[src/rtl/mem_access_unit_if.sv]
`default_nettype none
// ============================================================================
// Module   : mem_access_unit_if
// Purpose  : Bundles the control-unit request/response signals and the
//            word-wide data-RAM port of the memory access unit.
// Modports : master - the memory access unit (RAM initiator)
//            slave  - the environment (control unit + data RAM)
// Signals  : req/op/addr/wdata            request from control unit
//            busy/done/err/rdata_out      status and load result
//            ram_we/ram_addr/ram_wdata    RAM write port (driven by unit)
//            ram_rdata                    RAM async read data
// Revision : 1.0 - initial release
// ============================================================================
interface mem_access_unit_if;
  logic        req;
  logic [2:0]  op;
  logic [31:0] addr;
  logic [31:0] wdata;
  logic        busy;
  logic        done;
  logic        err;
  logic [31:0] rdata_out;
  logic        ram_we;
  logic [31:0] ram_addr;
  logic [31:0] ram_wdata;
  logic [31:0] ram_rdata;

  modport master (
    input  req, op, addr, wdata, ram_rdata,
    output busy, done, err, rdata_out, ram_we, ram_addr, ram_wdata
  );

  modport slave (
    output req, op, addr, wdata, ram_rdata,
    input  busy, done, err, rdata_out, ram_we, ram_addr, ram_wdata
  );
endinterface
`default_nettype wire

[src/rtl/mem_access_unit.sv]
`default_nettype none
// ============================================================================
// Module   : mem_access_unit
// Purpose  : Executes one load/store request at a time against a word-wide
//            data RAM (async read, sync write). Sub-word stores are done as
//            read-modify-write; loads are sign/zero extended.
// Ports    : clk    - clock, rising edge
//            rst_n  - asynchronous active-low reset
//            bus    - mem_access_unit_if.master (request, status, RAM port)
// Params   : MEM_WORDS - RAM depth in 32-bit words
// Revision : 1.0 - initial release
// ============================================================================
module mem_access_unit #(
  parameter int MEM_WORDS = 2048
) (
  input  logic               clk,
  input  logic               rst_n,
  mem_access_unit_if.master  bus
);

  localparam logic [1:0] S_IDLE = 2'd0;
  localparam logic [1:0] S_RD   = 2'd1;
  localparam logic [1:0] S_WR   = 2'd2;
  localparam logic [1:0] S_DONE = 2'd3;

  localparam logic [2:0] OP_LW  = 3'd0;
  localparam logic [2:0] OP_LH  = 3'd1;
  localparam logic [2:0] OP_LHU = 3'd2;
  localparam logic [2:0] OP_LB  = 3'd3;
  localparam logic [2:0] OP_LBU = 3'd4;
  localparam logic [2:0] OP_SW  = 3'd5;
  localparam logic [2:0] OP_SH  = 3'd6;
  localparam logic [2:0] OP_SB  = 3'd7;

  localparam logic [31:0] C_MEM_WORDS = 32'(MEM_WORDS);

  logic [1:0]  r_state;
  logic [1:0]  w_next_state;

  logic [2:0]  r_op;
  logic [1:0]  r_lane;
  logic        r_err;
  logic [31:0] r_ram_addr;
  logic [31:0] r_ram_wdata;
  logic [31:0] r_rdata_out;

  logic        w_accept;
  logic        w_misalign;
  logic        w_range_err;
  logic        w_req_err;
  logic        w_latched_load;
  logic [15:0] w_half;
  logic [7:0]  w_byte;
  logic [31:0] w_load_val;
  logic [31:0] w_merge;

  assign w_accept       = (r_state == S_IDLE) && bus.req;
  assign w_latched_load = (r_op <= OP_LBU);

  // Request checks are evaluated on the live request so the error is known
  // in the accept cycle and no RAM access is ever started for it.
  always_comb begin
    w_misalign = 1'b0;
    case (bus.op)
      OP_LW, OP_SW:         w_misalign = (bus.addr[1:0] != 2'b00);
      OP_LH, OP_LHU, OP_SH: w_misalign = bus.addr[0];
      default:              w_misalign = 1'b0;
    endcase
  end

  assign w_range_err = ({2'b00, bus.addr[31:2]} >= C_MEM_WORDS);
  assign w_req_err   = w_misalign || w_range_err;

  // Lane extraction from the async read data, little-endian.
  assign w_half = r_lane[1] ? bus.ram_rdata[31:16] : bus.ram_rdata[15:0];
  assign w_byte = bus.ram_rdata[{r_lane, 3'b000} +: 8];

  always_comb begin
    w_load_val = bus.ram_rdata;
    case (r_op)
      OP_LH:   w_load_val = {{16{w_half[15]}}, w_half};
      OP_LHU:  w_load_val = {16'h0000, w_half};
      OP_LB:   w_load_val = {{24{w_byte[7]}}, w_byte};
      OP_LBU:  w_load_val = {24'h000000, w_byte};
      default: w_load_val = bus.ram_rdata;
    endcase
  end

  // Read-modify-write merge: r_ram_wdata still holds the raw store data
  // captured at accept, so its low byte/half is the lane to insert.
  always_comb begin
    w_merge = bus.ram_rdata;
    if (r_op == OP_SB) begin
      w_merge[{r_lane, 3'b000} +: 8] = r_ram_wdata[7:0];
    end else if (r_op == OP_SH) begin
      w_merge[{r_lane[1], 4'b0000} +: 16] = r_ram_wdata[15:0];
    end
  end

  // State register
  always_ff @(posedge clk or negedge rst_n) begin
    if (!rst_n) begin
      r_state <= S_IDLE;
    end else begin
      r_state <= w_next_state;
    end
  end

  // Next-state logic
  always_comb begin
    w_next_state = r_state;
    case (r_state)
      S_IDLE: begin
        if (bus.req) begin
          if (w_req_err) begin
            w_next_state = S_DONE;
          end else if (bus.op == OP_SW) begin
            w_next_state = S_WR;
          end else begin
            w_next_state = S_RD;
          end
        end
      end
      S_RD:    w_next_state = w_latched_load ? S_DONE : S_WR;
      S_WR:    w_next_state = S_DONE;
      S_DONE:  w_next_state = S_IDLE;
      default: w_next_state = S_IDLE;
    endcase
  end

  // Outputs decoded from the registered state only, so ram_we falls
  // together with an asynchronous reset.
  always_comb begin
    bus.busy   = (r_state != S_IDLE);
    bus.done   = (r_state == S_DONE);
    bus.err    = (r_state == S_DONE) && r_err;
    bus.ram_we = (r_state == S_WR);
  end

  // Request capture and datapath registers
  always_ff @(posedge clk or negedge rst_n) begin
    if (!rst_n) begin
      r_op        <= OP_LW;
      r_lane      <= 2'b00;
      r_err       <= 1'b0;
      r_ram_addr  <= 32'h0000_0000;
      r_ram_wdata <= 32'h0000_0000;
      r_rdata_out <= 32'h0000_0000;
    end else begin
      if (w_accept) begin
        r_op        <= bus.op;
        r_lane      <= bus.addr[1:0];
        r_err       <= w_req_err;
        r_ram_addr  <= {bus.addr[31:2], 2'b00};
        r_ram_wdata <= bus.wdata;
      end else if (r_state == S_RD) begin
        if (w_latched_load) begin
          r_rdata_out <= w_load_val;
        end else begin
          r_ram_wdata <= w_merge;
        end
      end
    end
  end

  assign bus.ram_addr  = r_ram_addr;
  assign bus.ram_wdata = r_ram_wdata;
  assign bus.rdata_out = r_rdata_out;

endmodule
`default_nettype wire

[src/flat_wrapper.sv]
// flat-port wrapper written by rule: the top's interface ports become plain ports
module mem_access_unit_flat 
#(
  parameter int MEM_WORDS = 2048
)
  (clk, rst_n, bus_req, bus_op, bus_addr, bus_wdata, bus_ram_rdata, bus_busy, bus_done, bus_err, bus_rdata_out, bus_ram_we, bus_ram_addr, bus_ram_wdata);
  mem_access_unit_if bus_i ();
  input  logic clk;
  input  logic rst_n;
  input wire logic [$bits(bus_i.req)-1:0] bus_req;
  input wire logic [$bits(bus_i.op)-1:0] bus_op;
  input wire logic [$bits(bus_i.addr)-1:0] bus_addr;
  input wire logic [$bits(bus_i.wdata)-1:0] bus_wdata;
  input wire logic [$bits(bus_i.ram_rdata)-1:0] bus_ram_rdata;
  output wire logic [$bits(bus_i.busy)-1:0] bus_busy;
  output wire logic [$bits(bus_i.done)-1:0] bus_done;
  output wire logic [$bits(bus_i.err)-1:0] bus_err;
  output wire logic [$bits(bus_i.rdata_out)-1:0] bus_rdata_out;
  output wire logic [$bits(bus_i.ram_we)-1:0] bus_ram_we;
  output wire logic [$bits(bus_i.ram_addr)-1:0] bus_ram_addr;
  output wire logic [$bits(bus_i.ram_wdata)-1:0] bus_ram_wdata;
  assign bus_i.req = bus_req;
  assign bus_i.op = bus_op;
  assign bus_i.addr = bus_addr;
  assign bus_i.wdata = bus_wdata;
  assign bus_i.ram_rdata = bus_ram_rdata;
  assign bus_busy = bus_i.busy;
  assign bus_done = bus_i.done;
  assign bus_err = bus_i.err;
  assign bus_rdata_out = bus_i.rdata_out;
  assign bus_ram_we = bus_i.ram_we;
  assign bus_ram_addr = bus_i.ram_addr;
  assign bus_ram_wdata = bus_i.ram_wdata;
  mem_access_unit #(.MEM_WORDS(MEM_WORDS)) u_core (.clk(clk), .rst_n(rst_n), .bus(bus_i));
endmodule
[config.mk]
export PLATFORM = sky130hd
export DESIGN_NAME = mem_access_unit_flat
export DESIGN_NICKNAME = d
export VERILOG_FILES = /design/src/rtl/mem_access_unit_if.sv /design/src/rtl/mem_access_unit.sv /design/src/flat_wrapper.sv
export SDC_FILE = /design/constraint.sdc
export NUM_CORES = 1
export LEC_CHECK = 0
export BUFFER_PORTS_ARGS = -buffer_cell sky130_fd_sc_hd__buf_2
export CAP_MARGIN = 20
export CORE_MARGIN = 2
export CORE_UTILIZATION = 45
export CTS_CLUSTER_SIZE = 25
export DETAILED_ROUTE_END_ITERATION = 10
export GPL_TIMING_DRIVEN = 0
export PLACE_DENSITY = 0.77
export SETUP_SLACK_MARGIN = 0.2
export SYNTH_ARGS = -nofsm -noshare
export SYNTH_HDL_FRONTEND = slang
export SYNTH_SLANG_ARGS = --single-unit
export TNS_END_PERCENT = 20
[constraint.sdc]
create_clock -name clk -period 2.9 [get_ports clk]
set_input_delay 0.58 -clock clk [delete_from_list [all_inputs] [get_ports clk]]
set_output_delay 0.58 -clock clk [all_outputs]
set_load 0.01 [all_outputs]
# Word-level counts from Yosys, hierarchy flattened
# Index checks and enable logic that the tools add are counted.
# word_totals
inputBits	102
word_cells	59
register_bits	102
# op_classes
bitwise	1
reduce_logical	12
n_eq_ne	15
order_cmp	2
mux	15
addsub	2
shifts	5
# ops
operator	n
32-bit two-way mux	5
32-bit case mux with 4 select lines	1
32-bit bitwise mux	2
16-bit by 7-bit variable shift with 32-bit output (first input constant)	1
8-bit by 7-bit variable shift with 32-bit output (first input constant)	1
16-bit by 7-bit variable part select with 32-bit output	1
32-bit by 6-bit variable part select with 8-bit output	1
8-bit by 7-bit variable part select with 32-bit output	1
30-bit by 12-bit >= comparator with 1-bit output (second input constant)	1
16-bit two-way mux	1
3-bit == test (second input constant)	5
5-bit negation with 7-bit output	2
3-bit by 2-bit == test with 1-bit output (second input constant)	3
2-bit case mux with 4 select lines	1
3-bit by 1-bit == test with 1-bit output (second input constant)	2
2-bit two-way mux	3
2-bit nonzero test	3
2-bit == test (second input constant)	2
3-bit less-or-equal comparator (second input constant)	1
3-bit logical NOT	1
3-bit AND reduction	1
3-bit OR reduction	1
2-bit by 1-bit == test with 1-bit output (second input constant)	1
1-bit logical AND	2
9 further kinds	9

# Depth between registers and ports, before layout
# depth
ltp_word	8
ltp_mapped	10
mapped_depth_nobuf	7

# Worst setup path after synthesis
# Ideal clock, no wire load.
# synth_path
kind	register to register
from	register u_core.r_lane[1]
to	register u_core.r_ram_wdata[31] (netlist: u_core.bus.ram_wdata[31])
slack_ps	739
setup_ps	82
arrival_time_ps	2079
stages_incl_launch_ff	9
path_cell_list	dfrtp_1 -> buf_4 -> inv_1 -> clkbuf_1 -> ha_1 -> nor4_4 -> a221o_1 -> o211ai_1 -> a31oi_1
# synth_between
elab_chain_cells	8
word_cells_on_any_way	13
# synth_rtl
element	line	rtl
start: declaration	mem_access_unit.sv:41	logic [1:0] r_lane;
start signal: assignment	mem_access_unit.sv:152	r_lane <= bus.addr[1:0];
5-bit negation with 7-bit output	mem_access_unit.sv:96	w_merge[{r_lane[1], 4'b0000} +: 16] = r_ram_wdata[15:0];
16-bit by 7-bit variable part select with 32-bit output or 16-bit by 7-bit variable shift with 32-bit output (tied branches)	mem_access_unit.sv:96	
32-bit bitwise mux	mem_access_unit.sv:96	
32-bit two-way mux	mem_access_unit.sv:95	end else if (r_op == OP_SH) begin
32-bit two-way mux *	mem_access_unit.sv:93	if (r_op == OP_SB) begin
32-bit two-way mux *	mem_access_unit.sv:157	if (w_latched_load) begin
32-bit two-way mux *	mem_access_unit.sv:156	end else if (r_state == S_RD) begin
32-bit two-way mux *	mem_access_unit.sv:150	if (w_accept) begin
end signal: assignment	mem_access_unit.sv:155	r_ram_wdata <= bus.wdata;
end signal: assignment	mem_access_unit.sv:160	r_ram_wdata <= w_merge;
end: declaration	mem_access_unit.sv:44	logic [31:0] r_ram_wdata;
# Mark *: on every way between the ends. The rest lies on a longest branch, timed or not. The select of a mux whose other input is x is not followed.
# A chain may end at the register's enable or synchronous reset.

# Worst setup path after layout
# layout_path
from	register u_core.r_lane[1]
to	register u_core.r_ram_wdata[15] (netlist: u_core.bus.ram_wdata[15])
# The elaborated chain is that of the path after synthesis.

==> parameters.txt <==
Parameter                              Value

STA
  Hold Worst Slack ... between 0.2 and 0.25 ns
  Final Hold Fails ... 0
  Final clock skew ... around 0.0087 ns
  Final worst setup slack ... roughly 0.4 ns
  Setup violators final ... 0
  Transition at the pin with the smallest max-transition slack ... 0.8217 ns
  Maximum achievable frequency ... approximately 400 MHz
  Share of the clock period used by the worst path after layout ... about 86%
  Setup repair after global routing missed its margin ... false
  Max transition margin ... roughly 45%
  Final TNS setup ... 0 ns
  Number of pins with negative max-slew slack in the final report ... 0
  Clock period minus worst slack ... 2.508 ns

Floorplan
  Die Area ... between 0.01 and 0.015 mm²
  Chip height ... about 120 µm
  Placeable Area ... around 0.012 mm²
  Width of the chip ... 115.8 µm
  I/O pin count ... between 200 and 250
  Site row count ... 40
  Initial Utilization ... 46.43%

Critical path
  Peak per-stage delay on the critical path ... 0.43 ns
  Data required time at the worst endpoint ... 3.18 ns
  Gate family responsible for the most delay along the worst path ... simple AND/OR/NAND/NOR gates
  Count of buffering cells on the critical path with inverters included ... 3
  Largest fanout on the critical path ... 12
  Path type of the worst setup path ... flip-flop to flip-flop
  CP startpoint kind ... flip-flop
  Critical Path Sink Type ... flip-flop
  Critical path, cell by cell ... buf_4 > inv_1 > clkbuf_2 > ha_1 > nor2b_1 > nand3_1 > nor2_1 > a221oi_1 > o21ai_0
  Data arrival time of the worst path ... ~2.8 ns
  Slowest stage cell on the critical path ... sky130_fd_sc_hd__nor2_1

Clocking
  Post-CTS clock slew at the launch and capture registers of the worst setup and hold paths ... approximately 0.08 ns
  Root cell of the clock tree ... sky130_fd_sc_hd__clkbuf_16
  Post-CTS setup-driven buffer insertion count ... 0
  Clock insertion delay at the later pin of the skew report ... ~0.36 ns
  Clock tree from TritonCTS ... built
  Clock Sink Count ... a little over 100
  Bufs on Longest Clock Path ... 2
  H-tree levels ... 3
  Clock buffer count from CTS ... 9

Final layout
  Share of the core filled with cells ... between 50% and 60%
  Summed area of non-filler cells in the final layout ... between 0.007 and 0.008 mm²
  Layout-stage area growth over the synthesis result ... 27.13%
  Most common cell after layout, fill and taps aside ... sky130_fd_sc_hd__buf_2
  Final layout net count ... about 1000
  Fraction of final layout cells with drive strength greater than 1 ... between 20 and 30%
  N_diodes ... 0
  Most used cells in the layout excluding fill and tap cells ... sky130_fd_sc_hd__buf_2 (208), sky130_fd_sc_hd__nand2_1 (163), sky130_fd_sc_hd__dfrtp_1 (102), sky130_fd_sc_hd__nor2_1 (76), sky130_fd_sc_hd__o21ai_0 (52)

Detailed routing
  Post-detailed-route count of antenna-violating nets ... 0
  Total routed wirelength ... between 15000 and 20000 µm
  DRT Pass-1 Iters ... 5
  Per-cell via count in the routed design ... approximately 5.7
  DRC violation total after the first TritonRoute iteration ... 481
  Number of vias after detailed routing ... about 6000
  Average wire per cell in the routed design ... 17.69 µm
  Drt drc ... 0

Power and ir drop
  Static Leakage ... ~3.5 nW
  Worst-case vdd ir drop ... approximately 0.00047 V
  Power density normalized to cell area ... 1113 mW/mm²

Yosys
  Count of flip-flops with a built-in enable after synthesis ... 0
  Distinct cell type count of the synthesized netlist ... 55
  Avg Inst Size Synth ... between 8 and 9 µm²
  Gate count after technology mapping ... roughly 670
  Main combinational cell family by area after synthesis ... compound AO/OA/AOI/OAI gates
  Cell type with the highest aggregate area in the netlist ... sky130_fd_sc_hd__dfrtp_1
  Cell area after synthesis ... around 0.0056 mm²
  Adder-cell area share of the yosys netlist ... under 10%
  Mux contribution to synthesized area ... around 1.9%
  Number of storage elements in the synthesis netlist ... between 100 and 150
  Complex-gate fraction of the synthesized area ... 25.43%
  Count of warnings emitted by yosys ... 0
  Leading register cell type out of synthesis ... sky130_fd_sc_hd__dfrtp_1
  Post-Synth XOR/XNOR Area ... less than 1%
  Share of the yosys chip area belonging to registers ... 45.39%
  Share of Yosys cell area claimed by the top area cell type ... between 40% and 50%
  Share of async-settable or async-resettable flops after synthesis ... 100.0%
  Fraction of the mapped netlist area in simple logic gates ... around 20%
  Biggest area contributors in the synthesized netlist ... sky130_fd_sc_hd__dfrtp_1 (45%), sky130_fd_sc_hd__nand2_1 (11%), sky130_fd_sc_hd__nor2_1 (5.1%)

Hold path
  Class of the most critical hold timing path ... input port to async pin

Place
  Placed inst area ... between 0.006 and 0.007 mm²
  Placer's final routability congestion estimate ... a little under 1
  Minimum setup slack after placement ... slightly above 0.3 ns
  Port bufs ... 199
  HPWL reported at the end of detailed placement ... roughly 14000 µm

Job
  Number of max-capacitance violations reported ... 0

Run status
  Outcome ... complete, no violations

GRT
  Initial antenna violation count ... 0
  All-layer global routing usage ... roughly 28%
  First-pass GRT wire length ... approximately 29000 µm
  Maximum number of pins on one net before global-route repair ... 57
  Vias in the first global route ... ~5600
  GR Overflow Total ... 0
final cells by class:
class,count,area [µm²]
fillers,1134,4964
multi-input cells,510,2803
flip-flops and latches,102,2552
repair buffers,200,1026
clock buffers,9,225.2
well taps,168,210.2
plain buffers,44,209.0
inverters,17,63.81
clock inverters,7,58.81
routing by layer:
metal / wire length [µm] / global-route usage (%)
met1: 7490 / 37.15
met2: 8636 / 44.68
met3: 1750 / 6.172
met4: 821 / 14.60
met5: 0 / 0
registers in the layout, indices dropped and copies added, names as in the netlist:
| register | flops |
|---|---|
| u_core.bus.ram_wdata | 32 |
| u_core.bus.rdata_out | 32 |
| u_core.bus.ram_addr | 30 |
| u_core.r_op | 3 |
| u_core.r_lane | 2 |
| u_core.r_state | 2 |
| u_core.r_err | 1 |
worst paths after layout:
kind                                                          from                                    to  slack [ns]  cells after the start
worst max-delay path                  u_core.r_lane[1]$_DFFE_PN0P_  u_core.bus.ram_wdata[15]$_DFFE_PN0P_        0.39                      9
worst max register to register        u_core.r_lane[1]$_DFFE_PN0P_  u_core.bus.ram_wdata[15]$_DFFE_PN0P_        0.39                      9
max in group asynchronous                                    rst_n   u_core.bus.ram_addr[10]$_DFFE_PN0P_        1.97                      2
worst min-delay path                                         rst_n  u_core.bus.rdata_out[23]$_DFFE_PN0P_        0.22                      1
worst min register to register  u_core.bus.ram_addr[4]$_DFFE_PN0P_    u_core.bus.ram_addr[4]$_DFFE_PN0P_        0.47                      2
min in group clk                                       bus_addr[6]    u_core.bus.ram_addr[6]$_DFFE_PN0P_        0.41                      3
cells in the mapped netlist (all sizes together) (2+ instances only):
library cell and number:
nand2 163, dfrtp 102, nor2 77, o21ai 65, a21oi 51, clkbuf 23
buf 21, a221oi 17, inv 16, o22ai 14, a22oi 13, a31oi 12
ha 11, a221o 8, o211ai 8, o21bai 7, o221ai 7, and2 6
mux2 6, nor4 5, mux2i 4, nand2b 4, nand3 4, a211oi 3
a21o 3, o31ai 3, a2111oi 2, a311oi 2, nand3b 2, nor2b 2
per-stage QoR:
step | power, mW | std cells
final | 7.954 | 1057
after global routing | 8.579 | 1057
after CTS | 7.953 | 1057
after detailed placement | 6.765 | 1041
after global placement | 6.658 | 1040
after floorplan | 5.211 | 673
power by group:
group | leakage (nW) | internal, mW | switching [mW]
clock | 0.132 | 0.591 | 0.585
combinational | 2.11 | 1.59 | 2.61
sequential | 1.24 | 2.11 | 0.474
cells by family (layout without fill, tap and decap cells):
family,count (synthesis),count (layout)
other cells,1,2
compound gates,217,217
simple gates,269,269
buf+inv,61,277
xor+xnor,1,1
fa+ha+maj,11,11
mux,10,10
flops,102,102
timing repair:
action,CTS,global route
hold buffers,0,0
endpoints found under the setup margin,0,22
gates resized for setup,0,2
Note: power is estimated with default switching activity, not from simulation.
